<file path="src/rtl/led_pkg.sv">
// Shared constants, state encoding and one-hot helpers for the LED bank scheduler.
package led_pkg;

    localparam int unsigned N_LED = 4;
    localparam int unsigned N_REQ = 4;
    localparam int unsigned IDX_W = 2;
    localparam logic [N_LED-1:0] LED_OFF = 4'b1111;

    typedef enum logic {
        IDLE,
        SERVE
    } state_e;

    function automatic logic [IDX_W-1:0] onehot_to_idx(input logic [N_REQ-1:0] oh);
        logic [IDX_W-1:0] idx;
        idx = '0;
        for (int unsigned i = 0; i < N_REQ; i++) begin
            if (oh[i]) idx = IDX_W'(i);
        end
        return idx;
    endfunction

    // Pattern nibble of the one-hot selected requester; zero when nothing is selected.
    function automatic logic [N_LED-1:0] pat_of(input logic [N_REQ*N_LED-1:0] pat,
                                                 input logic [N_REQ-1:0] oh);
        logic [N_LED-1:0] sel;
        sel = '0;
        for (int unsigned i = 0; i < N_REQ; i++) begin
            if (oh[i]) sel |= pat[i*N_LED +: N_LED];
        end
        return sel;
    endfunction

endpackage

</file>
<file path="src/rtl/rr_pick.sv">
// Combinational round-robin picker: first unmasked requester at or after start_i, wrapping.
module rr_pick
    import led_pkg::*;
(
    input  logic [N_REQ-1:0] req_i,
    input  logic [IDX_W-1:0] start_i,
    input  logic [N_REQ-1:0] mask_i,
    output logic [N_REQ-1:0] pick_o,
    output logic             valid_o
);

    logic [IDX_W-1:0] idx;

    always_comb begin
        pick_o  = '0;
        valid_o = 1'b0;
        idx     = '0;
        for (int unsigned k = 0; k < N_REQ; k++) begin
            idx = start_i + IDX_W'(k);
            if (!valid_o && req_i[idx] && !mask_i[idx]) begin
                pick_o[idx] = 1'b1;
                valid_o     = 1'b1;
            end
        end
    end

endmodule

</file>
<file path="src/rtl/led_scheduler.sv">
// Time-sliced round-robin owner of a 4-LED bank; every output comes straight from a flop.
module led_scheduler
    import led_pkg::*;
#(
    parameter int unsigned SLOT_CYCLES = 25_000_000
) (
    input  logic                   clk,
    input  logic                   rst,
    input  logic [N_REQ-1:0]       req,
    input  logic [N_REQ*N_LED-1:0] pat,
    output logic [N_REQ-1:0]       grant,
    output logic [N_LED-1:0]       led,
    output logic                   busy
);

    localparam int unsigned CW = $clog2(SLOT_CYCLES + 1);
    localparam logic [CW-1:0] SLOT_LOAD = CW'(SLOT_CYCLES - 1);

    state_e           state_q, state_d;
    logic [N_REQ-1:0] grant_q, grant_d;
    logic [N_LED-1:0] led_q, led_d;
    logic             busy_q, busy_d;
    logic [CW-1:0]    cnt_q, cnt_d;
    logic [IDX_W-1:0] last_q, last_d;

    logic [N_REQ-1:0] mask;
    logic [N_REQ-1:0] pick;
    logic             pick_valid;
    logic             arb;
    logic             released;

    // last_q always holds the current owner while serving, so last_q+1 is the
    // correct search start both from IDLE and at the end of a slot.
    rr_pick u_rr_pick (
        .req_i   (req),
        .start_i (last_q + IDX_W'(1)),
        .mask_i  (mask),
        .pick_o  (pick),
        .valid_o (pick_valid)
    );

    assign released = ((req & grant_q) == '0);

    always_comb begin
        state_d = state_q;
        grant_d = grant_q;
        led_d   = led_q;
        busy_d  = busy_q;
        cnt_d   = cnt_q;
        last_d  = last_q;
        mask    = '0;
        arb     = 1'b0;

        case (state_q)
            IDLE: begin
                arb = 1'b1;
            end
            SERVE: begin
                if (released) begin
                    mask = grant_q;
                    arb  = 1'b1;
                end else if (cnt_q == '0) begin
                    arb = 1'b1;
                end else begin
                    cnt_d = cnt_q - CW'(1);
                    led_d = ~pat_of(pat, grant_q);
                end
            end
            default: arb = 1'b1;
        endcase

        if (arb) begin
            if (pick_valid) begin
                state_d = SERVE;
                grant_d = pick;
                led_d   = ~pat_of(pat, pick);
                busy_d  = 1'b1;
                cnt_d   = SLOT_LOAD;
                last_d  = onehot_to_idx(pick);
            end else begin
                state_d = IDLE;
                grant_d = '0;
                led_d   = LED_OFF;
                busy_d  = 1'b0;
                cnt_d   = '0;
            end
        end
    end

    always_ff @(posedge clk or posedge rst) begin
        if (rst) begin
            state_q <= IDLE;
            grant_q <= '0;
            led_q   <= LED_OFF;
            busy_q  <= 1'b0;
            cnt_q   <= '0;
            last_q  <= IDX_W'(N_REQ - 1);
        end else begin
            state_q <= state_d;
            grant_q <= grant_d;
            led_q   <= led_d;
            busy_q  <= busy_d;
            cnt_q   <= cnt_d;
            last_q  <= last_d;
        end
    end

    assign grant = grant_q;
    assign led   = led_q;
    assign busy  = busy_q;

endmodule

</file>
<file path="config.mk">
export PLATFORM = sky130hd
export DESIGN_NAME = led_scheduler
export DESIGN_NICKNAME = d
export VERILOG_FILES = /design/src/rtl/led_pkg.sv /design/src/rtl/rr_pick.sv /design/src/rtl/led_scheduler.sv
export SDC_FILE = /design/constraint.sdc
export NUM_CORES = 1
export LEC_CHECK = 0
export CAP_MARGIN = 20
export CORE_MARGIN = 2
export CORE_UTILIZATION = 40
export CTS_BUF_LIST = sky130_fd_sc_hd__clkbuf_4 sky130_fd_sc_hd__clkbuf_8
export DETAILED_ROUTE_END_ITERATION = 16
export PLACE_DENSITY = 0.7
export SYNTH_ARGS = -nofsm -noshare
export SYNTH_HDL_FRONTEND = slang
export SYNTH_SLANG_ARGS = --single-unit
</file>
<file path="constraint.sdc">
create_clock -name clk -period 4.27 [get_ports clk]
set_input_delay 1.281 -clock clk [delete_from_list [all_inputs] [get_ports clk]]
set_output_delay 1.281 -clock clk [all_outputs]
set_load 0.05 [all_outputs]
</file>
### Yosys cells after proc, flatten, opt, wreduce, memory -nomap -nowiden

Index checks and enable logic that the tools add are counted.

| operators by class | value |
|---|---|
| add/subtract/negate cells | 5 |
| multiply operators | 0 |
| divide/modulo/power cells | 0 |
| magnitude comparators | 8 |
| equality and inequality tests | 2 |
| shift operators | 0 |
| mux-type cells | 80 |
| bitwise logic cells | 13 |
| reductions and logical operators | 23 |

Operators with widths:

| kind | number |
|---|---|
| $mux 4 | 40 |
| $mux 25 | 5 |
| $or 4x4->4 | 9 |
| $logic_not 25->1 | 1 |
| $sub 25x1->25 const B | 1 |
| $mux 1 | 20 |
| $bmux 1 s2 | 8 |
| $lt 2x3->1 const B | 4 |
| $logic_and 1x1->1 | 11 |
| $demux 1 s2 | 4 |
| $ge 2x1->1 const B | 4 |
| $not 4->4 | 2 |
| $logic_not 1->1 | 7 |
| $add 2x1->2 const B | 2 |
| $add 2x2->2 const B | 2 |
| $and 4x4->4 | 1 |
| $logic_not 4->1 | 1 |
| $mux 2 | 2 |
| $ne 2x2->1 const B | 2 |
| $reduce_and 3->1 | 1 |
| $pmux 1 s2 | 1 |
| $reduce_and 2->1 | 1 |
| $reduce_bool 2->1 | 1 |
| $not 1->1 | 1 |

| storage, ports and cells | value |
|---|---|
| register bits after elaboration | 36 |
| latch bits | 0 |
| bits in writable memories | 0 |
| bits in read-only memories | 0 |
| output and inout port bits | 9 |
| word-level logic and storage cells | 136 |
| memories | 0 |

### Depth between registers and ports, before layout

| depth | value |
|---|---|
| depth in word-level cells | 39 |
| gate-level depth with buffers | 11 |
| depth with buffers taken out | 8 |

### Modules after synthesis

Synthesis repeated with hierarchy kept, for this count alone.

| second synthesis, totals | value |
|---|---|
| cell total of the unflattened synthesis | 244 |
| area, all modules | 2,398.6 sq um |

Modules (own cells, without submodules):

| module | instances | cells each | area an instance (sq um) | sequential area each (sq um) |
|---|---|---|---|---|
| led_scheduler | 1 | 197 | 1,966.9 | 908.4 |
| rr_pick | 1 | 47 | 431.7 | 0.0 |

### Worst setup path after synthesis

Ideal clock, no wire load.

| timing path | value |
|---|---|
| path kind | input-to-reg |
| from | input port req[1] |
| to | register last_q[0] |
| setup time | 82 ps |
| data arrival time | 2,933 ps |
| required time | 4,188 ps |
| path slack | 1,254 ps |
| stages | 7 |
| path through | buf_2 > mux2_4 > or4_4 > a21oi_4 > a221o_4 > o21ai_2 > mux2_4 |

| between the ends | value |
|---|---|
| cells in the longest elaborated chain, start to end | 24 |

Ends and longest elaborated chain:

| item | line | text |
|---|---|---|
| start, declared | led_scheduler.sv:9 | `input logic [N_REQ-1:0] req,` |
| $and 4x4->4 | led_scheduler.sv:42 | `assign released = ((req & grant_q) == '0);` |
| $logic_not 4->1 | led_scheduler.sv:42 |  |
| $mux 4 | led_scheduler.sv:59 | `if (released) begin` |
| $mux 4 | led_scheduler.sv:54 | `case (state_q)` |
| $bmux 1 s2 | rr_pick.sv:20 | `if (!valid_o && req_i[idx] && !mask_i[idx]) begin` |
| $mux 1 (not written as such) | rr_pick.sv:20 |  |
| $logic_not 1->1 | rr_pick.sv:20 |  |
| $logic_and 1x1->1 | rr_pick.sv:20 |  |
| (+5 left out) | -- |  |
| $logic_not 1->1 | rr_pick.sv:20 |  |
| $logic_and 1x1->1 (2 in a row) | rr_pick.sv:20 |  |
| $mux 1 | rr_pick.sv:20 |  |
| $logic_not 1->1 | rr_pick.sv:20 |  |
| $logic_and 1x1->1 (2 in a row) | rr_pick.sv:20 |  |
| $mux 4 | rr_pick.sv:20 |  |
| $mux 1 | led_pkg.sv:18 | `if (oh[i]) idx = IDX_W'(i);` |
| $mux 2 (2 in a row) | led_pkg.sv:18 |  |
| end signal, assigned | led_scheduler.sv:97 | `last_q <= IDX_W'(N_REQ - 1);` |
| end signal, assigned | led_scheduler.sv:104 | `last_q <= last_d;` |
| end, declared | led_scheduler.sv:24 | `logic [IDX_W-1:0] last_q, last_d;` |

Parallel ways exist; a longest one is shown, timed or not. The select of a mux whose other input is x is not followed.
A chain may end at the register's enable or synchronous reset.

### Worst setup path in the final report

| timing path | value |
|---|---|
| from | input port req[3] |
| to | register led_q[3] (netlist: led[3]) |

| between the ends | value |
|---|---|
| cells in the longest elaborated chain, start to end | 39 |

Ends and longest elaborated chain:

| item | line | text |
|---|---|---|
| $and 4x4->4 | led_scheduler.sv:42 |  |
| $logic_not 4->1 | led_scheduler.sv:42 |  |
| $mux 4 | led_scheduler.sv:59 |  |
| $mux 4 | led_scheduler.sv:54 |  |
| $bmux 1 s2 | rr_pick.sv:20 |  |
| $mux 1 (not written as such) | rr_pick.sv:20 |  |
| $logic_not 1->1 | rr_pick.sv:20 |  |
| $logic_and 1x1->1 | rr_pick.sv:20 |  |
| (+23 left out) | -- |  |
| $mux 4 | led_scheduler.sv:72 | `if (arb) begin` |
| $or 4x4->4 | led_pkg.sv:29 | `if (oh[i]) sel \|= pat[i*N_LED +: N_LED];` |
| $mux 4 | led_pkg.sv:29 |  |
| $mux 4 | led_scheduler.sv:73 | `if (pick_valid) begin` |
| $mux 4 | led_scheduler.sv:72 |  |
| $not 4->4 | led_scheduler.sv:76 | `led_d = ~pat_of(pat, pick);` |
| $mux 4 | led_scheduler.sv:73 |  |
| $mux 4 | led_scheduler.sv:72 |  |
| end signal, assigned | led_scheduler.sv:101 | `led_q <= led_d;` |
| end, declared | led_scheduler.sv:21 | `logic [N_LED-1:0] led_q, led_d;` |

Parallel ways exist; a longest one is shown, timed or not. The select of a mux whose other input is x is not followed.

==> impl_results.md <==
- Crit path DAT: 3.65 ns
- Routed len/inst: 15.3 µm
- Filler cells: 552
- Core area: 5890 µm²
- Crit path from: req[3]
- Layout cell share with drive strength beyond 1: 0.127
- FP Rows: 28
- PD cells: 694 nW/µm²
- Critical path destination: led[3]
- Worst slack at placement: 0.540 ns
- Max-cap viol count: 0
- Post-route antenna net violation count: 0
- GPL Wtd Cong: 0.909
- Status: complete, no violations
- DRC errors left: 0
- Fmax: 0.289 GHz
- Hold WS: 0.542 ns
- Final hold violation count: 0
- CP endpoint kind: register
- Diode count: 0
- Clock-pin slew of the registers on the worst-case setup and hold paths: 0.07 ns
- Post-DR vias/cell: 5.64
- Worst path most repeated cell: o31ai_1
- Synth area leader: dfrtp_1
- Class of the worst hold path: register to register
- Die Area: 6680 µm²
- LEAKAGE: 1.05 nW
- CTS tree: done
- First-pass GRT wire length: 9.32 mm
- IR drop worst, VDD: 332 µV
- Top-area cell type share of the netlist area: 0.310
- Critical path class: input port to register
- Slowest CP cell: clkdlybuf4s50_1
- Area Overhead vs Synth: 18.4%
- Placed cell area: 2770 µm²
- Non-Filler Instances: 359
- Critical Path Fanout Max: 10
- Worst Slack Setup Final: 0.806 ns
- Cells after Synth: 254
- Initial Util: 0.411
- DR vias: 2023
- Pre-antenna DRT Iters: 4
- Detailed placer's ending HPWL: 3.90 mm
- H-tree lvl count: 2
- Initial antenna violation count: 0
- R2r setup slk: 1.08 ns
- GRT Total Usage: 0.181
- Wirelength, routed: 5.50 mm
- CP Cell Sequence: clkdlybuf4s50_1 -> mux2_2 -> mux2i_1 -> o31ai_1 -> a211oi_2 -> o22ai_1 -> o31ai_1
- Reg-to-Reg Start: last_q[0]
- Mean Syn Cell Area: 9.52 µm²
- Inst Count DP: 351
- Internal portion of total power: 1.08 mW
- Sum Neg Setup Slack: 0 ns
- Buf/Inv on CP: 1
- Number of clock sinks: 36
- Top FF cell, synth: dfrtp_1
- Critical Path Start Type: input port
- Most frequent cells in the layout: 30 x dfrtp_1, 30 x clkdlybuf4s50_1, 21 x a21oi_1
- RSZ-0062 raised after global routing: no
- Critical Path RT: 4.46 ns
- I/O pin count: 31
- Max stage delay on crit path: 0.56 ns
- Yosys cell types: 56
- Slew Limit Fails: 0
- Grt total ovfl: 0
- Die W: 81.8 µm
- Post-CTS resize count: 0
- Combinational Power Share: 0.560
- Overall power: 1.99 mW
- Initial drt markers: 107
- Syn nets: 285
- #FFs+latches synth: 36
- Root Buffer: clkbuf_8
- Largest net degree at the start of global routing: 37
- Post-route cell area: 2860 µm²
- Setup Viol. Count Final: 0
- Top delay family on crit path: compound AO/OA/AOI/OAI gates
- Main area contributors after synthesis: dfrtp_1 31%, dfstp_2 6.5%, xnor2_1 5.8%, ha_1 4.7%, a21oi_1 4.3%
- Yosys warning total: 0
- Switching part of the total: 0.455
- Switch Pwr: 0.904 mW
- Post-CTS setup buffers: 0
- Core Util, Final: 0.487
- Post-synth design cell area: 2420 µm²
- Vias in the first global route: 1971
- Worst r2r dst: led[3]
- Cts hold-fix bufs: 0
- Actual slew at the worst max-slew pin: 0.598 ns
- I/O Buffers: 30
- Post-synth EDFFs: 0
- CTS buffer count: 5
- Clk pwr share: 0.132
- Clk_lat worst skew: 0.29 ns
- Clock skew: 0.00514 ns
- Fin crit share: 0.811
- R2R cell count: 8
- Sequential cell area fraction in the yosys report: 0.376
- Crit. path cell count: 7
- Layout Nets: 314
- Worst slew margin: 0.601
- Async set or reset register ratio after synthesis: 1.00
- Die Ht: 81.8 µm
- Final Critical Period: 3.46 ns
- Flop pwr share: 0.308
- Max Buffers Root-to-Sink: 2
==> final cells by class <==
class | instances | area [µm²] | area share
tap | 75 | 93.8 | 0.0328
clock buffer | 8 | 97.6 | 0.0341
inverter | 13 | 48.8 | 0.0170
timing repair buffer | 33 | 323 | 0.113
multi-input combinational | 194 | 1390 | 0.486
sequential | 36 | 908 | 0.317
==> sequential cells by signal (all words and copies together) (netlist names) <==
| name | flops |
|---|---|
| busy | 1 |
| led | 4 |
| grant | 4 |
| cnt_q | 25 |
| last_q | 2 |
==> cell families after synthesis <==
kind of cell | synth area share
adders and majority gates | 0.0466
xor gates and xnor gates | 0.0760
muxes | 0.0440
DFF | 0.376
buffers and inverters | 0.0486
AOI/OAI and AO/OA | 0.220
and+or+nand+nor | 0.189
==> worst min-delay path, delay by kind of cell (launching register included) <==
family | cells | cell delay, ns
DFF | 1 | 0.35
xor gates and xnor gates | 1 | 0.12
and+or+nand+nor | 1 | 0.04
==> power groups by stage <==
stage	registers, mW	logic [mW]	clock network (mW)
6_report	0.612	1.11	0.263
5_1_grt	0.635	1.21	0.286
4_1_cts	0.611	1.11	0.272
3_5_place_dp	0.616	1.10	0
3_3_place_gp	0.612	1.08	0
2_1_floorplan	0.681	0.778	0
==> synth_stat cells, types with 3 or more instances <==
library cell  instances
nand2_1              11
nor3_1                9
nor2b_1               4
ha_1                  9
xor2_1                5
a22o_1               10
nor4_1                4
buf_2                 7
and2_1                4
or3_1                 5
dfstp_2               6
mux2_2                3
dfrtp_1              30
o22ai_1               4
a21oi_1              21
inv_1                13
nand3_1               8
o31ai_1               6
a221oi_1              4
o21ai_0               9
xnor2_1              16
nor2_1               20
==> how the worst min path moves through the flow <==
stage / endpoint / startpoint / cells after the start / slack, ns
finish: cnt_q[15] / cnt_q[15] / 2 / 0.54
global placement: cnt_q[24] / cnt_q[24] / 2 / 0.53
detailed placement: cnt_q[15] / cnt_q[15] / 2 / 0.54
CTS: cnt_q[15] / cnt_q[15] / 2 / 0.55
floorplan: cnt_q[15] / cnt_q[15] / 2 / 0.50
global route: cnt_q[24] / cnt_q[24] / 2 / 0.57
==> per-layer routing <==
layer,wire length (µm),vias to the layer above,share of wire,global-route usage
met5,0,-,0,0
met4,48,0,0.0087,0.0667
met3,315,7,0.057,0.0385
met2,2560,51,0.47,0.296
met1,2580,976,0.47,0.236
li1,-,989,-,-
No activity file was read; power rests on OpenSTA's default activity.
